===== src/rtl/clock_core.sv =====
// rtl/clock_core.sv - hours/minutes/seconds timekeeper with edge-triggered setup load
// Optional hourly chime is built only when CLOCK_CHIME_EN is defined.
module clock_core #(
  parameter int CLK_HZ       = 62_500_000,
  parameter int CHIME_CYCLES = 62_500_000
) (
  input  logic       clk,
  input  logic       reset,
  input  logic       setup_ready,
  input  logic [6:0] setup_hour,
  input  logic [6:0] setup_minute,
  output logic [6:0] hour,
  output logic [6:0] minute,
  output logic [6:0] second,
  output logic       sec_tick,
  output logic       loaded,
  output logic       load_err,
  output logic       chime
);

  localparam int PW = (CLK_HZ > 1) ? $clog2(CLK_HZ) : 1;
  localparam logic [PW-1:0] PRESC_MAX = PW'(CLK_HZ - 1);

  if (CLK_HZ < 2 || CHIME_CYCLES < 1) begin : g_param_check
    $error("clock_core: CLK_HZ must be >= 2 and CHIME_CYCLES >= 1");
  end

  logic [PW-1:0] presc;
  logic          ready_q;
  logic          setup_ev;
  logic          setup_ok;
  logic          wrap;
  logic          sec_wrap;
  logic          min_wrap;

  assign setup_ev = setup_ready && !ready_q;
  assign setup_ok = (setup_hour <= 7'd23) && (setup_minute <= 7'd59);
  assign wrap     = (presc == PRESC_MAX);
  assign sec_wrap = (second == 7'd59);
  assign min_wrap = (minute == 7'd59);

  // A valid load takes priority over a coincident prescaler wrap: no tick, no carry.
  always_ff @(posedge clk) begin
    if (reset) begin
      ready_q  <= 1'b0;
      presc    <= '0;
      hour     <= '0;
      minute   <= '0;
      second   <= '0;
      sec_tick <= 1'b0;
      loaded   <= 1'b0;
      load_err <= 1'b0;
    end else begin
      ready_q  <= setup_ready;
      sec_tick <= 1'b0;
      loaded   <= 1'b0;
      load_err <= 1'b0;
      if (setup_ev && setup_ok) begin
        hour   <= setup_hour;
        minute <= setup_minute;
        second <= '0;
        presc  <= '0;
        loaded <= 1'b1;
      end else begin
        load_err <= setup_ev;
        if (wrap) begin
          presc    <= '0;
          sec_tick <= 1'b1;
          if (sec_wrap) begin
            second <= '0;
            if (min_wrap) begin
              minute <= '0;
              hour   <= (hour == 7'd23) ? 7'd0 : hour + 7'd1;
            end else begin
              minute <= minute + 7'd1;
            end
          end else begin
            second <= second + 7'd1;
          end
        end else begin
          presc <= presc + 1'b1;
        end
      end
    end
  end

`ifdef CLOCK_CHIME_EN
  localparam int CW = $clog2(CHIME_CYCLES + 1);

  logic [CW-1:0] chime_cnt;
  logic          rollover;

  assign rollover = wrap && !(setup_ev && setup_ok) && sec_wrap && min_wrap;

  // chime_cnt holds the remaining high cycles after the current one.
  always_ff @(posedge clk) begin
    if (reset) begin
      chime_cnt <= '0;
      chime     <= 1'b0;
    end else if (rollover) begin
      chime_cnt <= CW'(CHIME_CYCLES - 1);
      chime     <= 1'b1;
    end else if (chime_cnt != '0) begin
      chime_cnt <= chime_cnt - 1'b1;
    end else begin
      chime <= 1'b0;
    end
  end
`else
  assign chime = 1'b0;
`endif

endmodule


===== config.mk =====
export PLATFORM = sky130hd
export DESIGN_NAME = clock_core
export DESIGN_NICKNAME = d
export VERILOG_FILES = /design/src/rtl/clock_core.sv
export SDC_FILE = /design/constraint.sdc
export NUM_CORES = 1
export LEC_CHECK = 0
export BUFFER_PORTS_ARGS = -buffer_cell sky130_fd_sc_hd__buf_2
export CAP_MARGIN = 20
export CORE_MARGIN = 2
export CORE_UTILIZATION = 35
export DETAILED_ROUTE_END_ITERATION = 16
export HOLD_SLACK_MARGIN = 0.03
export PLACE_DENSITY_LB_ADDON = 0.05
export SLEW_MARGIN = 10
export SYNTH_ARGS = -nofsm -noshare
export SYNTH_HDL_FRONTEND = slang
export SYNTH_SLANG_ARGS = --single-unit

===== constraint.sdc =====
create_clock -name clk -period 3.6 [get_ports clk]
set_clock_uncertainty 0.2 [all_clocks]
set_input_delay 0.36 -clock clk [delete_from_list [all_inputs] [get_ports clk]]
set_output_delay 0.36 -clock clk [all_outputs]
set_load 0.03 [all_outputs]

Yosys cells after proc, flatten, opt, wreduce, memory -nomap -nowiden --
Index checks and enable logic that the tools add are counted.
Word-level totals: word-level logic and storage cells 41, flip-flop bits (word level) 51, output and inout bits 25, input port bits 17
Operators by class: $lt $le $gt $ge 2, reductions and logical operators 11, equality and inequality tests 4, mux-type cells 12, add/sub/neg operators 4
Operators with widths (number):
- 2-to-1 mux 7 bit | 10
- adder 26 x 1 -> 26 bit (second input constant) | 1
- == test 26 bit (second input constant) | 1
- adder 7 x 1 -> 7 bit (second input constant) | 3
- == test 7 x 6 -> 1 bit (second input constant) | 2
- == test 7 x 5 -> 1 bit (second input constant) | 1
- less-or-equal comparator 7 x 5 -> 1 bit (second input constant) | 1
- less-or-equal comparator 7 x 6 -> 1 bit (second input constant) | 1
- nonzero test 2 bit | 3
- logical AND 1 bit | 3
- AND reduction 3 bit | 1
- OR reduction 3 bit | 1
- 2-to-1 mux 1 bit | 2
- AND reduction 2 bit | 1
- OR reduction 2 bit | 1
- zero test 1 bit | 1

Depth between registers and ports, before layout --
depth after elaboration 6, mapped depth 7, depth with buffers taken out 6

Worst setup path after synthesis --
Ideal clock, no wire load.
kind reg2reg, start point register second[0], end point register hour[4], data required time 3.283 ns, cell stages (with the launch flop) 7, path buffers 0, arrival time 2.144 ns, library setup time 0.117 ns, clock period less this slack 2.461 ns, slack 1.139 ns, cells stage by stage dfxtp_1 ha_1 nand4_1 or4_4 nor4_4 o2111ai_1 a32o_1
On the way: word-level cells in the longest chain between the ends 3
RTL lines:
- start: declaration | line 14 | output logic [6:0] second,
- start signal: assignment | line 78 | second <= second + 7'd1;
- == test 7 x 6 -> 1 bit | line 39 | assign sec_wrap = (second == 7'd59);
- nonzero test 2 bit (no line)
- AND reduction 3 bit (no line)
- end signal: assignment | line 59 | hour <= setup_hour;
- end signal: assignment | line 73 | hour <= (hour == 7'd23) ? 7'd0 : hour + 7'd1;
- end: declaration | line 12 | output logic [6:0] hour,
No other way between the ends. A chain may end at the register's enable or synchronous reset.

Worst setup path after layout --
start point register minute[0], end point register hour[5]
On the way: word-level cells in the longest chain between the ends 3
RTL lines:
- start: declaration | line 13 | output logic [6:0] minute,
- start signal: assignment | line 60 | minute <= setup_minute;
- start signal: assignment | line 75 | minute <= minute + 7'd1;
- == test 7 x 6 -> 1 bit | line 40 | assign min_wrap = (minute == 7'd59);
- nonzero test 2 bit (no line)
- AND reduction 3 bit (no line)
No other way between the ends.

==> impl_metrics.py <==
metrics = {
    "outcome": {
        "outcome": "finished, final reports clean",
    },
    "critical_path": {
        "startpoint_type": "flop",
        "critical-path-slowest-cell": "or4_1",
        "arrival_ns": 2.58,
        "path_delay_family": "simple AND/OR/NAND/NOR gates",
        "cp_max_fo": 11,
        "path_class": "reg -> reg",
        "endpoint_kind": "flop",
        "worst-path-buf-inv": 0,
        "required_ns": 3.64,
        "worstPathCellList": "ha_1 > nand2_1 > nor4_4 > nand4_2 > or4_1 > a21oi_1",
        "max_stage_delay_ns": 0.58,
    },
    "logic_synthesis": {
        "ys_ff_latch": 51,
        "synth_most_common_cell": "dfxtp_1",
        "async_flop_share": 0,
        "mappedNetlistArea_sq_um": 2580,
        "yosysWarnings": 0,
        "synth_top_area_cell": "dfxtp_1",
        "synth_common_cells": "51 x dfxtp_1, 44 x nor2_1, 20 x nand2_1",
        "synth_nets": 310,
        "avgSynthCellArea_sq_um": 8.91,
        "yosysUniqueCellTypes": 55,
        "ys_seq_area_frac": 0.396,
        "yosysTopAreaCellShare": 0.396,
        "syn_inst": 289,
        "synth_ff_type": "dfxtp_1",
        "synth_area_leaders": "dfxtp_1 40%, xor2_1 6.5%, nor2_1 6.4%, nand4_1 3.6%, nand3_1 3.3%",
        "synth_edf_count": 0,
    },
    "route": {
        "initialDrtViolationCount": 108,
        "ant_nets": 0,
        "wl_mm": 5.88,
        "vias": 2156,
        "firstDrtPassIters": 4,
        "avgViaCountPerCell": 5.06,
        "wire_per_inst_microns": 13.8,
        "drc": 0,
    },
    "cts": {
        "clk_path_buf_depth": 2,
        "ctsResizeCount": 0,
        "cts_made_buffers": 5,
        "hold_buffers": 0,
        "cts-root-buf": "clkbuf_8",
        "worst_skew_pair.late_latency_ns": 0.30,
        "clk_pin_slew_ns": 0.10,
        "cts_setup_buffers": 0,
        "htreeDepth": 2,
        "clkSinkCount": 51,
        "cts_tree": "done",
    },
    "floorplan": {
        "die_w_microns": 89.8,
        "ios": 42,
        "initial_utilization": 0.359,
        "rows": 31,
        "dieArea_sq_um": 8060,
        "dieHeight_microns": 89.8,
        "coreArea_sq_um": 7180,
    },
    "grt": {
        "grt_antenna_before_repair": 0,
        "grt_use_total": 0.152,
        "gr-total-overflow": 0,
        "grt_pass1_vias": 2100,
        "grt_pass1_wl_mm": 10.2,
        "grt_max_degree": 26,
    },
    "final_layout": {
        "drive_gt1_frac": 0.190,
        "finalCoreUtilization": 0.409,
        "final-seq-area_sq_um": 1020,
        "layout.nets": 348,
        "multi_input_area_sq_um": 1480,
        "area_growth_pct": 14.0,
        "n_antenna_cell": 0,
        "fillCellCount": 750,
    },
    "run": {
        "max-cap-violations": 0,
    },
    "sta": {
        "slew_viol_final": 0,
        "hold_viol_final": 0,
        "fin_setup_tns_ns": 0,
        "min_period_over_period": 0.706,
        "slew_headroom": 0.508,
        "worst_pin_slew_ns": 0.734,
        "rsz0062_at_grt": "false",
        "period_minus_slack_ns": 2.54,
        "setup_viol": 0,
        "max_freq_mhz": 393,
    },
    "power_and_ir_drop": {
        "ir_drop_mv": 0.190,
        "p_per_area_nw_per_um2": 328,
        "leakage_nw": 1.19,
    },
    "place": {
        "dpl.hpwl_mm": 4.26,
        "port_buffers": 40,
        "gp_congestion": 0.753,
    },
    "worst_hold_path": {
        "hp-class": "in -> reg",
    },
}
cell usage in the layout (no fill, tap or decap), types with 4 or more instances in the layout:
cell type	instances
a21oi_1	4
nand4_1	15
mux2i_1	4
and3_1	11
nand2_1	20
dfxtp_1	51
xor2_1	19
nor3_1	7
inv_1	5
buf_2	40
clkbuf_8	6
o21ai_0	4
or3_1	6
nor2_1	44
nand3_1	17
ha_1	4
xnor2_1	8
per-stage QoR:
stage,std cells,hold WS (ns),cell area (sq um),power [mW],worst slack (ns)
after detailed placement,419,0.250,2850,0.638,1.05
final,426,0.0515,2940,0.962,1.06
after floorplan,289,0.230,2580,0.620,1.14
after global placement,419,0.242,2850,0.639,1.02
after global routing,426,0.0804,2940,1.01,0.789
after CTS,426,0.0423,2940,0.975,1.01
layout make-up:
type | count | area share
Clock inverter | 1 | 0.00170
Multi-Input combinational cell | 223 | 0.503
Sequential cell | 51 | 0.348
Timing Repair Buffer | 41 | 0.0707
Tap cell | 99 | 0.0422
Inverter | 5 | 0.00639
Clock buffer | 6 | 0.0281
worst min-delay path: cells and delay by family:
kind / cells / cell delay [ns]
buffers and inverters: 1 / 0.08
AOI/OAI and AO/OA: 1 / 0.05
and+or+nand+nor: 1 / 0.04
flip-flops by register name (all words and copies together) (netlist names):
register and count:
second 7, sec_tick 1, presc 26, loaded 1, load_err 1, ready_q 1, hour 7, minute 7
kinds of logic (layout without fill, tap and decap cells):
| kind of cell | after synthesis | after routing | share of synthesized area |
|---|---|---|---|
| compound gates | 32 | 32 | 0.0918 |
| xor+xnor | 27 | 27 | 0.0918 |
| fa+ha+maj | 4 | 4 | 0.0194 |
| buf+inv | 15 | 53 | 0.0296 |
| flops | 51 | 51 | 0.396 |
| mux | 4 | 4 | 0.0155 |
| other cells | 1 | 1 | 0.00146 |
| simple gates | 155 | 155 | 0.354 |
where the power goes:
| part | total (mW) | internal [mW] | switching, mW |
|---|---|---|---|
| clock network | 0.338 | 0.151 | 0.187 |
| registers | 0.577 | 0.570 | 0.00648 |
| logic | 0.0477 | 0.0172 | 0.0305 |
routing by layer:
layer	share of wire	global-route usage	routed length, microns	vias up
li1	-	-	-	1120
met1	0.55	0.233	3250	1005
met2	0.41	0.218	2400	26
met3	0.028	0.0277	162	5
met4	0.010	0.0385	61	0
met5	0	0	0	-
path summary, 6_finish.rpt:
path                            slack, ns           from  cells after the start  endpoint
worst max-delay path                 1.06      minute[0]                      6   hour[5]
worst max register to register       1.06      minute[0]                      6   hour[5]
worst min-delay path                 0.05  setup_hour[1]                      3   hour[1]
worst min register to register       0.27       presc[0]                      1  presc[0]
Note: power is estimated with default switching activity, not from simulation.
